===== src/rtl/corevx_loadunit.sv =====
// Load unit: accepts byte/half/word loads, issues one aligned bus read, returns aligned+extended data.
// Optional bus timeout enabled by defining COREVX_LOADUNIT_TIMEOUT_EN.
module corevx_loadunit (
   input  logic        clk,
   input  logic        rst,
   input  logic        loadReqValid,
   output logic        loadReqReady,
   input  logic [31:0] loadAddr,
   input  logic [2:0]  loadType,
   output logic        memReadEn,
   output logic [31:0] memAddr,
   input  logic        memReady,
   input  logic [31:0] memRData,
   input  logic        memError,
   output logic        loadRespValid,
   output logic [31:0] loadData,
   output logic        loadMissAligned,
   output logic        loadUnknownType,
   output logic        loadBusError,
   output logic        loadTimeout
);

   localparam logic [1:0] ST_IDLE = 2'd0;
   localparam logic [1:0] ST_BUS  = 2'd1;
   localparam logic [1:0] ST_RESP = 2'd2;

   localparam logic [2:0] LT_LB  = 3'b000;
   localparam logic [2:0] LT_LH  = 3'b001;
   localparam logic [2:0] LT_LW  = 3'b010;
   localparam logic [2:0] LT_LBU = 3'b100;
   localparam logic [2:0] LT_LHU = 3'b101;

   logic [1:0]  state_q, state_d;
   logic [1:0]  off_q, off_d;
   logic [29:0] waddr_q, waddr_d;
   logic [2:0]  type_q, type_d;
   logic [31:0] data_q, data_d;
   logic        mis_q, mis_d;
   logic        unk_q, unk_d;
   logic        berr_q, berr_d;
`ifdef COREVX_LOADUNIT_TIMEOUT_EN
   logic [3:0]  cnt_q, cnt_d;
   logic        tmo_q, tmo_d;
`endif

   logic        req_known;
   logic        req_mis;
   logic [31:0] shifted;
   logic [31:0] extended;

   always_comb begin
      req_known = 1'b1;
      req_mis   = 1'b0;
      case (loadType)
         LT_LB, LT_LBU: req_mis = 1'b0;
         LT_LH, LT_LHU: req_mis = loadAddr[0];
         LT_LW:         req_mis = |loadAddr[1:0];
         default:       req_known = 1'b0;
      endcase
   end

   // Extraction uses the latched offset/type, so the request inputs may change freely during BUS.
   always_comb begin
      shifted  = memRData >> {off_q, 3'b000};
      extended = shifted;
      case (type_q)
         LT_LB:   extended = {{24{shifted[7]}}, shifted[7:0]};
         LT_LH:   extended = {{16{shifted[15]}}, shifted[15:0]};
         LT_LBU:  extended = {24'd0, shifted[7:0]};
         LT_LHU:  extended = {16'd0, shifted[15:0]};
         default: extended = shifted;
      endcase
   end

   always_comb begin
      state_d = state_q;
      off_d   = off_q;
      waddr_d = waddr_q;
      type_d  = type_q;
      data_d  = data_q;
      mis_d   = mis_q;
      unk_d   = unk_q;
      berr_d  = berr_q;
`ifdef COREVX_LOADUNIT_TIMEOUT_EN
      cnt_d   = cnt_q;
      tmo_d   = tmo_q;
`endif
      case (state_q)
         ST_IDLE: begin
            if (loadReqValid) begin
               off_d   = loadAddr[1:0];
               waddr_d = loadAddr[31:2];
               type_d  = loadType;
               data_d  = 32'd0;
               mis_d   = req_known & req_mis;
               unk_d   = ~req_known;
               berr_d  = 1'b0;
`ifdef COREVX_LOADUNIT_TIMEOUT_EN
               cnt_d   = 4'd0;
               tmo_d   = 1'b0;
`endif
               state_d = (!req_known || req_mis) ? ST_RESP : ST_BUS;
            end
         end
         ST_BUS: begin
            if (memReady) begin
               berr_d  = memError;
               data_d  = memError ? 32'd0 : extended;
               state_d = ST_RESP;
            end
`ifdef COREVX_LOADUNIT_TIMEOUT_EN
            // The counter shows the number of completed idle BUS cycles; the 15th idle cycle times out.
            else if (cnt_q == 4'd14) begin
               cnt_d   = 4'd15;
               tmo_d   = 1'b1;
               data_d  = 32'd0;
               state_d = ST_RESP;
            end else begin
               cnt_d = cnt_q + 4'd1;
            end
`endif
         end
         ST_RESP: state_d = ST_IDLE;
         default: state_d = ST_IDLE;
      endcase
   end

   always_ff @(posedge clk) begin
      if (rst) begin
         state_q <= ST_IDLE;
         off_q   <= 2'd0;
         waddr_q <= 30'd0;
         type_q  <= 3'd0;
         data_q  <= 32'd0;
         mis_q   <= 1'b0;
         unk_q   <= 1'b0;
         berr_q  <= 1'b0;
`ifdef COREVX_LOADUNIT_TIMEOUT_EN
         cnt_q   <= 4'd0;
         tmo_q   <= 1'b0;
`endif
      end else begin
         state_q <= state_d;
         off_q   <= off_d;
         waddr_q <= waddr_d;
         type_q  <= type_d;
         data_q  <= data_d;
         mis_q   <= mis_d;
         unk_q   <= unk_d;
         berr_q  <= berr_d;
`ifdef COREVX_LOADUNIT_TIMEOUT_EN
         cnt_q   <= cnt_d;
         tmo_q   <= tmo_d;
`endif
      end
   end

   // Outputs are gated by rst so they read zero during reset regardless of the state register.
   assign loadReqReady    = ~rst & (state_q == ST_IDLE);
   assign memReadEn       = ~rst & (state_q == ST_BUS);
   assign memAddr         = memReadEn ? {waddr_q, 2'b00} : 32'd0;
   assign loadRespValid   = ~rst & (state_q == ST_RESP);
   assign loadData        = loadRespValid ? data_q : 32'd0;
   assign loadMissAligned = loadRespValid & mis_q;
   assign loadUnknownType = loadRespValid & unk_q;
   assign loadBusError    = loadRespValid & berr_q;
`ifdef COREVX_LOADUNIT_TIMEOUT_EN
   assign loadTimeout     = loadRespValid & tmo_q;
`else
   assign loadTimeout     = 1'b0;
`endif

endmodule


===== config.mk =====
export PLATFORM = sky130hd
export DESIGN_NAME = corevx_loadunit
export DESIGN_NICKNAME = d
export VERILOG_FILES = /design/src/rtl/corevx_loadunit.sv
export SDC_FILE = /design/constraint.sdc
export NUM_CORES = 1
export LEC_CHECK = 0
export CORE_AREA = 2 2 117 97
export DETAILED_ROUTE_END_ITERATION = 10
export DIE_AREA = 0 0 119 99
export HOLD_SLACK_MARGIN = 0.12
export PLACE_DENSITY = 0.67
export SLEW_MARGIN = 20
export SYNTH_ARGS = -nofsm -noshare
export SYNTH_HDL_FRONTEND = slang
export SYNTH_SLANG_ARGS = --single-unit

===== constraint.sdc =====
create_clock -name clk -period 2.1 [get_ports clk]
set_clock_uncertainty 0.2 [all_clocks]
set_input_delay 0.315 -clock clk [delete_from_list [all_inputs] [get_ports clk]]
set_output_delay 0.315 -clock clk [all_outputs]
set_load 0.01 [all_outputs]

# Yosys cells after proc, flatten, opt, wreduce, memory -nomap -nowiden
# Index checks and enable logic that the tools add are counted.
# word_totals
input_bits	72
output_inout_bits	71
regBits	72
# op_classes
eq_ne	11
shifts	1
mux	16
n_bitwise	9
reduce_logical	12
# op_table
op	count
$mux W32	5
$pmux W32 S4	1
$pmux W32 S2	1
$shr A32 B5 Y32	1
$eq A3 B3 Y1 const B	4
$and A1 B1 Y1	7
$eq A3 B1 Y1 const B	2
$logic_not A3 Y1	2
$mux W2	3
$reduce_or A5 Y1	1
$ne A2 B2 Y1 const B	2
$pmux W1 S2	2
$pmux W2 S2	1
$reduce_and A2 Y1	2
$reduce_or A2 Y1	2
$eq A3 B2 Y1 const B	1
$mux W1	3
$reduce_and A3 Y1	1
$eq A2 B1 Y1 const B	1
$eq A2 B2 Y1 const B	1
$logic_not A2 Y1	1
$not A1 Y1	2
$reduce_bool A2 Y1	1
$logic_not A1 Y1	1
$logic_or A1 B1 Y1	1

# Logic depth before layout (Yosys ltp)
# Gate-level depths: netlist of run 1.
# logic_depth
ltp_word	8
ltp_mapped	8

# Least setup slack after synthesis of run 1
# No wires, ideal clock.
# synth_timing
path_type	reg2out
start	register state_q[0]
end	output port loadData[22]
path_buffers	2
stages_incl_launch_ff	5
slack_ns	0.173
arrival_time_ns	1.412
cell_sequence	dfxtp_1 -> buf_4 -> nor3b_1 -> clkbuf_1 -> and2_1
# synth_via
elab_chain_cells	3
# synth_lines
item	line	text
start: declaration	33	logic [1:0] state_q, state_d;
start signal: assignment	143	state_q <= state_d;
$eq A2 B2 Y1	162	assign loadRespValid = ~rst & (state_q == ST_RESP);
$and A1 B1 Y1	162	
net loadRespValid	15	output logic loadRespValid,
$mux W32	163	assign loadData = loadRespValid ? data_q : 32'd0;
end: declaration	16	output logic [31:0] loadData,
# The timed path passes the listed nets, and every way through them passes these cells.

# Worst setup path after layout of run 1
# layout_timing
start	register state_q[0]
end	output port memAddr[5]
# layout_via
elab_chain_cells	3
# layout_lines
item	line	text
$eq A2 B1 Y1	160	assign memReadEn = ~rst & (state_q == ST_BUS);
$and A1 B1 Y1	160	
$mux W32	161	assign memAddr = memReadEn ? {waddr_q, 2'b00} : 32'd0;
end: declaration	11	output logic [31:0] memAddr,
# Every way passes these cells.

==> impl_metrics.yaml, run 1 <==
global_route:
  grt_pass1_wl_um: 18000
  grt-ovfl-total: 0
  track_usage_pct: 19.2
  grt_pass1_vias: 3509
  grt_max_degree: 32
  antenna_found_initial: 0
cts:
  cts.sinks: 72
  insertion_delay_ns: 0.33
  cts_buffer_depth: 2
  htreeDepth: 3
  cts_buffers: 9
  holdBufCountCts: 0
  cts_tree: "done"
  clock-root-buffer: "clkbuf_16"
  path_clk_slew_ns: 0.06
worst_hold_path:
  holdPathStages: 2
  hold_class: "reg -> reg"
  min_from: "waddr_q[4]"
  whs_endpoint: "waddr_q[4]"
detailed_routing:
  dr_total_vias: 3613
  dr.pass1.iters: 4
  wl_per_cell_um: 15.9
  remaining_drc_errors: 0
  ant_nets: 0
  drt_iter0_drc: 171
  routed_via_density: 4.91
  wl_um: 11700
timing:
  period_needed_ns: 2.09
  finalHoldViolations: 0
  maxSlewViolCount: 0
  holdWs_ns: 0.249
  max_slew_margin_pct: 60.9
  finalSetupViolCount: 0
  final.period_utilization_pct: 99.4
  fmax_ghz: 0.479
  rsz0062_at_grt: "true"
  worstMarginPinSlew_ns: 0.583
power_and_ir_drop:
  power_density_nw_per_um2: 662
  ir_drop_mv: 0.375
  power_mw: 3.63
  p_leak_nw: 2.28
critical_path:
  timing.rr.end: "data_q[8]"
  crit_type: "reg -> out"
  crit_arrival_ns: 1.57
  r2r_cells: 4
  endpoint_kind: "primary output"
  regToRegStartpoint: "off_q[0]"
  cp.required_ns: 1.58
  cp-start-kind: "flop"
  critical_path_peak_fanout: 7
  r2r_slack_ns: 0.17
die:
  start_util_pct: 34.3
  core_sq_um: 10600
  die_w_um: 119
  fp.dieH_um: 99
  ios: 143
  die-area_sq_um: 11800
  rows: 34
final_layout:
  layout-drive-gt1-share_pct: 24.8
  nFillCells: 1001
  syn2layout_area_growth_pct: 50.8
  final-seq-area_sq_um: 1450
  nets: 659
  final_cell_mix: "nand2_1, dfxtp_1, clkdlybuf4s50_1, and2_1, clkbuf_2"
  fin_area_sq_um: 5480
  layout_commonest_cell: "nand2_1"
  multi_input_area_sq_um: 2040
  insertedDiodeCount: 0
run_status:
  status: "completed"
synthesis:
  syn_inst: 439
  synth-main-ff-cell: "dfxtp_1"
  synth_area_leaders: "dfxtp_1, and2_1, nand2_1"
  yosys.area.top_type: "dfxtp_1"
  syn_avg_cell_area_sq_um: 8.27
  ys_async_sr_fraction_pct: 0
  yosysSeqAreaShare_pct: 39.7
  synth_top_area_share_pct: 39.7
  ys_ff_latch: 72
  netlist_area_sq_um: 3630
  yosysWarnings: 0
  synthDistinctLibCells: 38
  synth_edf_count: 0
placed_design:
  gp_congestion: 0.828
  hpwl_um: 8280
  portBuffers: 139
  place_area_sq_um: 5260
flow_run:
  drv_cap: 0
through the flow:
step                worst slack (ns)  std cells  util, %  setup TNS, ns
floorplan                      0.173        441        -              0
detailed placement            -0.138        710     49.7          -3.80
global route                 -0.0563        736     51.7         -0.176
finish                        0.0131        736     51.7              0
global placement              -0.194        710     49.7          -3.99
CTS                          0.00914        730     52.1              0
cell usage after synthesis, types with 2 or more instances:
cell,n
o21ai_0,15
nor2_1,14
mux2i_1,18
a21oi_1,44
buf_6,3
a32oi_1,15
nand3b_1,11
o21ai_2,10
buf_4,4
nor3b_1,4
nor2b_1,8
nand2_1,78
and2_1,65
buf_1,6
clkbuf_1,21
dfxtp_1,72
or2_2,2
o2bb2ai_1,8
buf_2,8
a2bb2oi_1,8
a211o_1,7
nor3_1,2
where the power goes:
part	switching, mW	total [mW]	internal (mW)
clock	0.613	1.53	0.919
combinational	0.311	0.629	0.318
sequential	0.0381	1.47	1.43
cell families after synthesis:
group	count (synthesis)	synth area share [%]
DFF	72	39.7
muxes	19	5.58
AOI/OAI and AO/OA	114	21.2
other	1	0.103
buffers and inverters	43	5.76
and+or+nand+nor	190	27.6
registers in the layout (all words and copies together), names as in the netlist:
register and count:
berr_q 1, off_q 2, state_q 2, type_q 3, waddr_q 30, mis_q 1, unk_q 1, data_q 32
area by class of cell:
type / instances / area share, %
repair buffers: 177 / 27.4
flip-flops and latches: 72 / 26.5
well taps: 144 / 3.29
inverters: 1 / 0.0686
multi-input cells: 326 / 37.3
clock buffers: 9 / 4.11
clock inverters: 7 / 1.33
worst max-delay path, cell delays in order (launching register included):
cell	delay, ns
dfxtp_4	0.37
nor3b_4	0.19
buf_4	0.17
buf_6	0.13
and2_1	0.12
dlygate4sd2_1	0.26
worst max path at each step:
stage               depth (start not counted)       start           end
floorplan                                   4  state_q[0]  loadData[22]
global placement                            5         rst   loadData[7]
detailed placement                          5         rst   loadData[7]
CTS                                         6  state_q[1]   loadData[7]
global route                                5  state_q[0]   memAddr[25]
finish                                      5  state_q[0]    memAddr[5]
per-layer routing:
layer	up-vias	wire [um]	global-route usage, %
met3	11	803	4.57
met4	0	102	4.12
li1	1797	-	-
met5	-	0	0
met2	115	5150	29.7
met1	1690	5670	27.2
repair_timing:
| item | 4_1_cts | 5_1_grt |
|---|---|---|
| pin swaps | 1 | 5 |
| gates cloned | 1 | 2 |
| buffers inserted | 3 | 4 |
| resized for setup | 120 | 114 |
| endpoints found under the setup margin | 68 | 73 |
No activity file was read; power rests on OpenSTA's default activity.
==> run 2, diff against run 1 <==
Settings changed: PLACE_DENSITY 0.67 to 0.68.
Clock period 2.1 ns to 1.69 ns, I/O delays scaled along.
==> run 2 against run 1 <==
The flow now finishes with violations (negative setup slack). Critical path depth stayed put. Total power up 33%. Count of clock-buffer cells in the layout up 4. Highest routed layer unchanged.
==> impl_metrics.yaml, run 2 (synthesis gave the netlist of run 1 again) <==
run_status:
  status: "finished with violations"
  violations: "negative setup slack"
final_layout:
  final_cell_mix: "dfxtp_1, clkdlybuf4s50_1, buf_6, and2_4, nand2_4"
  fin_area_sq_um: 6870
  nets: 694
  syn2layout_area_growth_pct: 89.2
  fin_util_pct: 64.8
  layout-drive-gt1-share_pct: 53.8
  final-seq-area_sq_um: 1450
  multi_input_area_sq_um: 2800
  reg_top3: "data_q x32, waddr_q x30, type_q x3"
  nFillCells: 786
  largest_reg_flops: 32
  insertedDiodeCount: 0
  regMostFlops: "data_q"
critical_path:
  max_stage_delay_ns: 0.37
  cp_cell_sequence: "nor3b_4 -> buf_6 -> buf_16 -> and2_4 -> buf_6"
  worstSetupStartpoint: "state_q[0]"
  worst-path-buf-inv: 3
  worstSetupEndpoint: "memAddr[15]"
  critical_path_peak_fanout: 7
  cp_common_cell: "buf_6"
  crit_type: "reg -> out"
  regToRegStartpoint: "state_q[1]"
  timing.rr.end: "data_q[25]"
  crit_family: "buffers and inverters"
  r2r_cells: 7
  path_depth: 5
  cpMaxStageDelayCell: "dfxtp_4"
  r2r_slack_ns: -0.19
  cp-start-kind: "flop"
  cp.required_ns: 1.24
  endpoint_kind: "primary output"
  crit_arrival_ns: 1.46
timing:
  finalSetupViolCount: 138
  setup_ws_ns: -0.227
  rsz0062_at_grt: "true"
  finalHoldViolations: 0
  worstMarginPinSlew_ns: 0.513
  final.period_utilization_pct: 113
  max_slew_margin_pct: 65.8
  fmax_ghz: 0.522
  period_needed_ns: 1.92
  maxSlewViolCount: 0
cts:
  path_clk_slew_ns: 0.06
  clock-root-buffer: "clkbuf_16"
  cts_buffer_depth: 2
  htreeDepth: 3
  cts_buffers: 9
  cts_tree: "done"
  cts.sinks: 72
  insertion_delay_ns: 0.33
placed_design:
  place_area_sq_um: 5410
  hpwl_um: 8510
  gp_congestion: 0.806
  portBuffers: 139
worst_hold_path:
  hold_class: "in -> reg"
  holdPathStages: 4
global_route:
  grt_pass1_wl_um: 19700
  antenna_found_initial: 0
  track_usage_pct: 21.1
  grt_pass1_vias: 3741
  grt-ovfl-total: 0
  grt_max_degree: 37
die:
  die-area_sq_um: 11800
  fp.dieH_um: 99
  start_util_pct: 34.3
  rows: 34
  ios: 143
  core_sq_um: 10600
  die_w_um: 119
detailed_routing:
  routed_via_density: 5.25
  wl_per_cell_um: 19.4
  drt_iter0_drc: 215
  wl_um: 14900
  dr.pass1.iters: 4
  ant_nets: 0
  dr_total_vias: 4038
  remaining_drc_errors: 0
flow_run:
  drv_cap: 0
power_and_ir_drop:
  ir_drop_mv: 0.471
  p_leak_nw: 2.95
  power_density_nw_per_um2: 700
-- run 2: per-layer routing --
layer / routed length (um) / track usage [%]
met1: 6990 / 29.7
met2: 6880 / 33.2
met3: 854 / 4.17
met4: 167 / 5.22
met5: 0 / 0
-- run 2: worst register-to-register path: stages, from the launching register on --
cell	delay, ns
dfxtp_4	0.36
buf_6	0.12
buf_6	0.10
and4bb_2	0.32
buf_6	0.12
nand2b_4	0.06
or3_4	0.44
o21ai_2	0.09
-- run 2: what timing repair did --
item                       CTS  global route
resized for setup          388           186
setup endpoints to repair  127           134
cloned                       6             8
hold buffers                 1             0
pin swaps                   50            84
hold endpoints to repair     2             0
setup buffers               10             8
-- run 2: report_power, final --
| part | switching (mW) | internal [mW] |
|---|---|---|
| Sequential | 0.0774 | 1.78 |
| Combinational | 0.623 | 0.654 |
| Clock | 0.664 | 1.02 |
| Total | 1.36 | 3.44 |
-- run 2: cell type report --
| type | count | area share (%) |
|---|---|---|
| flip-flops and latches | 72 | 21.2 |
| clock inverters | 1 | 0.0729 |
| well taps | 144 | 2.62 |
| clock buffers | 13 | 3.64 |
| inverters | 1 | 0.0547 |
| multi-input cells | 327 | 40.8 |
| repair buffers | 211 | 31.7 |
-- run 2: worst min-delay path by stage --
stage            startpoint          end  slack (ns)
6_report       memRData[23]   data_q[23]        0.26
2_1_floorplan      memReady   state_q[0]        0.16
3_5_place_dp     waddr_q[1]   waddr_q[1]        0.24
4_1_cts         waddr_q[21]  waddr_q[21]        0.25
5_1_grt        memRData[23]   data_q[23]        0.27
3_3_place_gp     waddr_q[1]   waddr_q[1]        0.24
-- run 2: per-stage QoR --
stage | cells | power, mW | hold slack, ns | worst slack, ns | TNS (ns)
floorplan | 441 | 2.25 | 0.156 | -0.0449 | -0.446
global placement | 728 | 2.63 | 0.236 | -0.441 | -43.56
detailed placement | 728 | 2.66 | 0.243 | -0.477 | -45.33
CTS | 759 | 4.45 | 0.253 | -0.215 | -13.25
global route | 769 | 4.98 | 0.271 | -0.276 | -24.64
finish | 769 | 4.81 | 0.257 | -0.227 | -18.01
==> run 3, diff against run 2 <==
Settings changed: CORE_AREA 2 2 117 97 to 5 5 120 100, DIE_AREA 0 0 119 99 to 0 0 125 105, PLACE_DENSITY 0.68 to 0.66.
Clock period 1.69 ns to 2.5 ns, I/O delays scaled along.
==> run 3 against run 2 <==
Non-clock buffer count is 47 lower. Via count shrank 11%. Critical endpoint is now loadData[30]. Cell area is 16% lower. First-iteration DRC count down 2.3%. Highest routed layer unchanged. Clock power decreased by 14%. Worst hold slack worse by 0.0091 ns. The flow now finishes without violations. Total power is 34% lower. Count of clock-buffer cells in the layout fell by 3. Global-route usage shrank 4.0 points. Combinational power fell by 60%. Sequential cell count unchanged. Die area increased by 11%.
==> impl_metrics.yaml, run 3 (synthesis gave the netlist of run 1 again) <==
detailed_routing:
  ant_nets: 0
  drt_iter0_drc: 210
  routed_via_density: 4.97
  wl_per_cell_um: 16.8
  wl_um: 12100
  dr.pass1.iters: 6
  remaining_drc_errors: 0
  dr_total_vias: 3592
timing:
  finalSetupViolCount: 0
  setup_ws_ns: 0.0380
  fmax_ghz: 0.406
  period_needed_ns: 2.46
  finalHoldViolations: 0
  maxSlewViolCount: 0
  final.period_utilization_pct: 98.5
  max_slew_margin_pct: 28.1
  worstMarginPinSlew_ns: 1.08
die:
  ios: 143
  rows: 34
  start_util_pct: 34.3
  die-area_sq_um: 13100
  core_sq_um: 10600
  die_w_um: 125
  fp.dieH_um: 105
global_route:
  track_usage_pct: 17.1
  grt_max_degree: 39
  antenna_found_initial: 0
  grt-ovfl-total: 0
  grt_pass1_wl_um: 18300
  grt_pass1_vias: 3566
critical_path:
  critical_path_peak_fanout: 13
  cp.required_ns: 1.92
  crit_arrival_ns: 1.89
  r2r_cells: 5
  endpoint_kind: "primary output"
  cp-start-kind: "flop"
  regToRegStartpoint: "state_q[0]"
  crit_type: "reg -> out"
  r2r_slack_ns: 0.28
  timing.rr.end: "data_q[9]"
final_layout:
  fin_util_pct: 54.7
  largest_reg_flops: 32
  insertedDiodeCount: 0
  final-seq-area_sq_um: 1450
  multi_input_area_sq_um: 2010
  final_cell_mix: "nand2_1, clkdlybuf4s50_1, dfxtp_1, and2_1, dlymetal6s2s_1"
  layout_commonest_cell: "nand2_1"
  regMostFlops: "data_q"
  reg_top3: "data_q x32, waddr_q x30, type_q x3"
  syn2layout_area_growth_pct: 59.5
  nets: 646
  nFillCells: 994
  layout-drive-gt1-share_pct: 10.7
worst_hold_path:
  whs_endpoint: "waddr_q[2]"
  min_from: "waddr_q[2]"
  hold_class: "reg -> reg"
  holdPathStages: 2
cts:
  cts_buffers: 9
  cts_tree: "done"
  clock-root-buffer: "clkbuf_16"
  cts_buffer_depth: 2
  path_clk_slew_ns: 0.06
  htreeDepth: 3
  insertion_delay_ns: 0.32
  cts.sinks: 72
power_and_ir_drop:
  ir_drop_mv: 0.399
  power_density_nw_per_um2: 550
  p_leak_nw: 3.28
placed_design:
  place_ws_ns: 0.0477
  gp_congestion: 0.839
  portBuffers: 139
  hpwl_um: 8470
run_status:
  status: "completed"
flow_run:
  drv_cap: 0
==> run 3: cell count changes in the layout (fill, tap and decap cells not counted), moves of 10 or more <==
cell            delta
dlymetal6s2s_1    +62
buf_6             -58
nand2_1           +50
and2_1            +43
and2_4            -43
nand2_4           -38
a21oi_1           +37
a21oi_2           -36
buf_2             -24
buf_4             -20
nand2_2           -12
a32oi_1           +10
a32oi_2           -10
==> run 3: cell type report <==
| cell class | count | share of cell area (%) |
|---|---|---|
| Clock buffer | 10 | 3.95 |
| Clock inverter | 6 | 1.86 |
| Inverter | 1 | 0.0648 |
| Multi-Input combinational cell | 326 | 34.8 |
| Sequential cell | 72 | 25.0 |
| Tap cell | 144 | 3.11 |
| Timing Repair Buffer | 164 | 31.2 |
==> run 3: timing repair <==
item | 4_1_cts | 5_1_grt
resized for setup | 3 | 72
buffers inserted | 0 | 7
gates cloned | 0 | 4
endpoints found under the setup margin | 63 | 65
pin swaps | 0 | 0
hold buffers | 1 | 0
endpoints found under the hold margin | 1 | 0
==> run 3: worst max-delay path: stages, from the launching register on <==
cell	delay, ns
dfxtp_4	0.38
nor3b_4	0.21
buf_6	0.16
buf_6	0.15
and2_1	0.13
clkdlybuf4s50_1	0.53
==> run 3: per-layer routing <==
metal / track usage [%] / vias up / wire length [um]
met2: 26.6 / 123 / 5480
met3: 4.90 / 13 / 764
li1: - / 1781 / -
met1: 23.5 / 1675 / 5760
met4: 3.79 / 0 / 140
met5: 0 / - / 0
==> run 3: worst max-delay path by stage <==
stage,from,endpoint,depth (start not counted)
after global placement,memReady,data_q[15],5
after detailed placement,memReady,data_q[9],5
after floorplan,state_q[0],loadData[22],4
after global routing,state_q[0],memAddr[8],5
final,state_q[0],loadData[30],5
after CTS,state_q[0],memAddr[26],4
==> run 3: metrics by stage <==
step           instances  power, mW  TNS [ns]  area, sq um  hold WS [ns]
2_1_floorplan        441       1.51         0         3640         0.224
3_3_place_gp         695       1.72         0         5140         0.237
3_5_place_dp         695       1.73         0         5140         0.243
4_1_cts              712       3.19   -0.0389         5490         0.251
5_1_grt              723       3.34   -0.0385         5790         0.267
6_report             723       3.18         0         5790         0.248
==> run 3: report_power, final <==
part	total (mW)	switching, mW	internal, mW
sequential	1.23	0.0310	1.20
combinational	0.506	0.255	0.252
clock	1.45	0.477	0.971
total	3.18	0.763	2.42
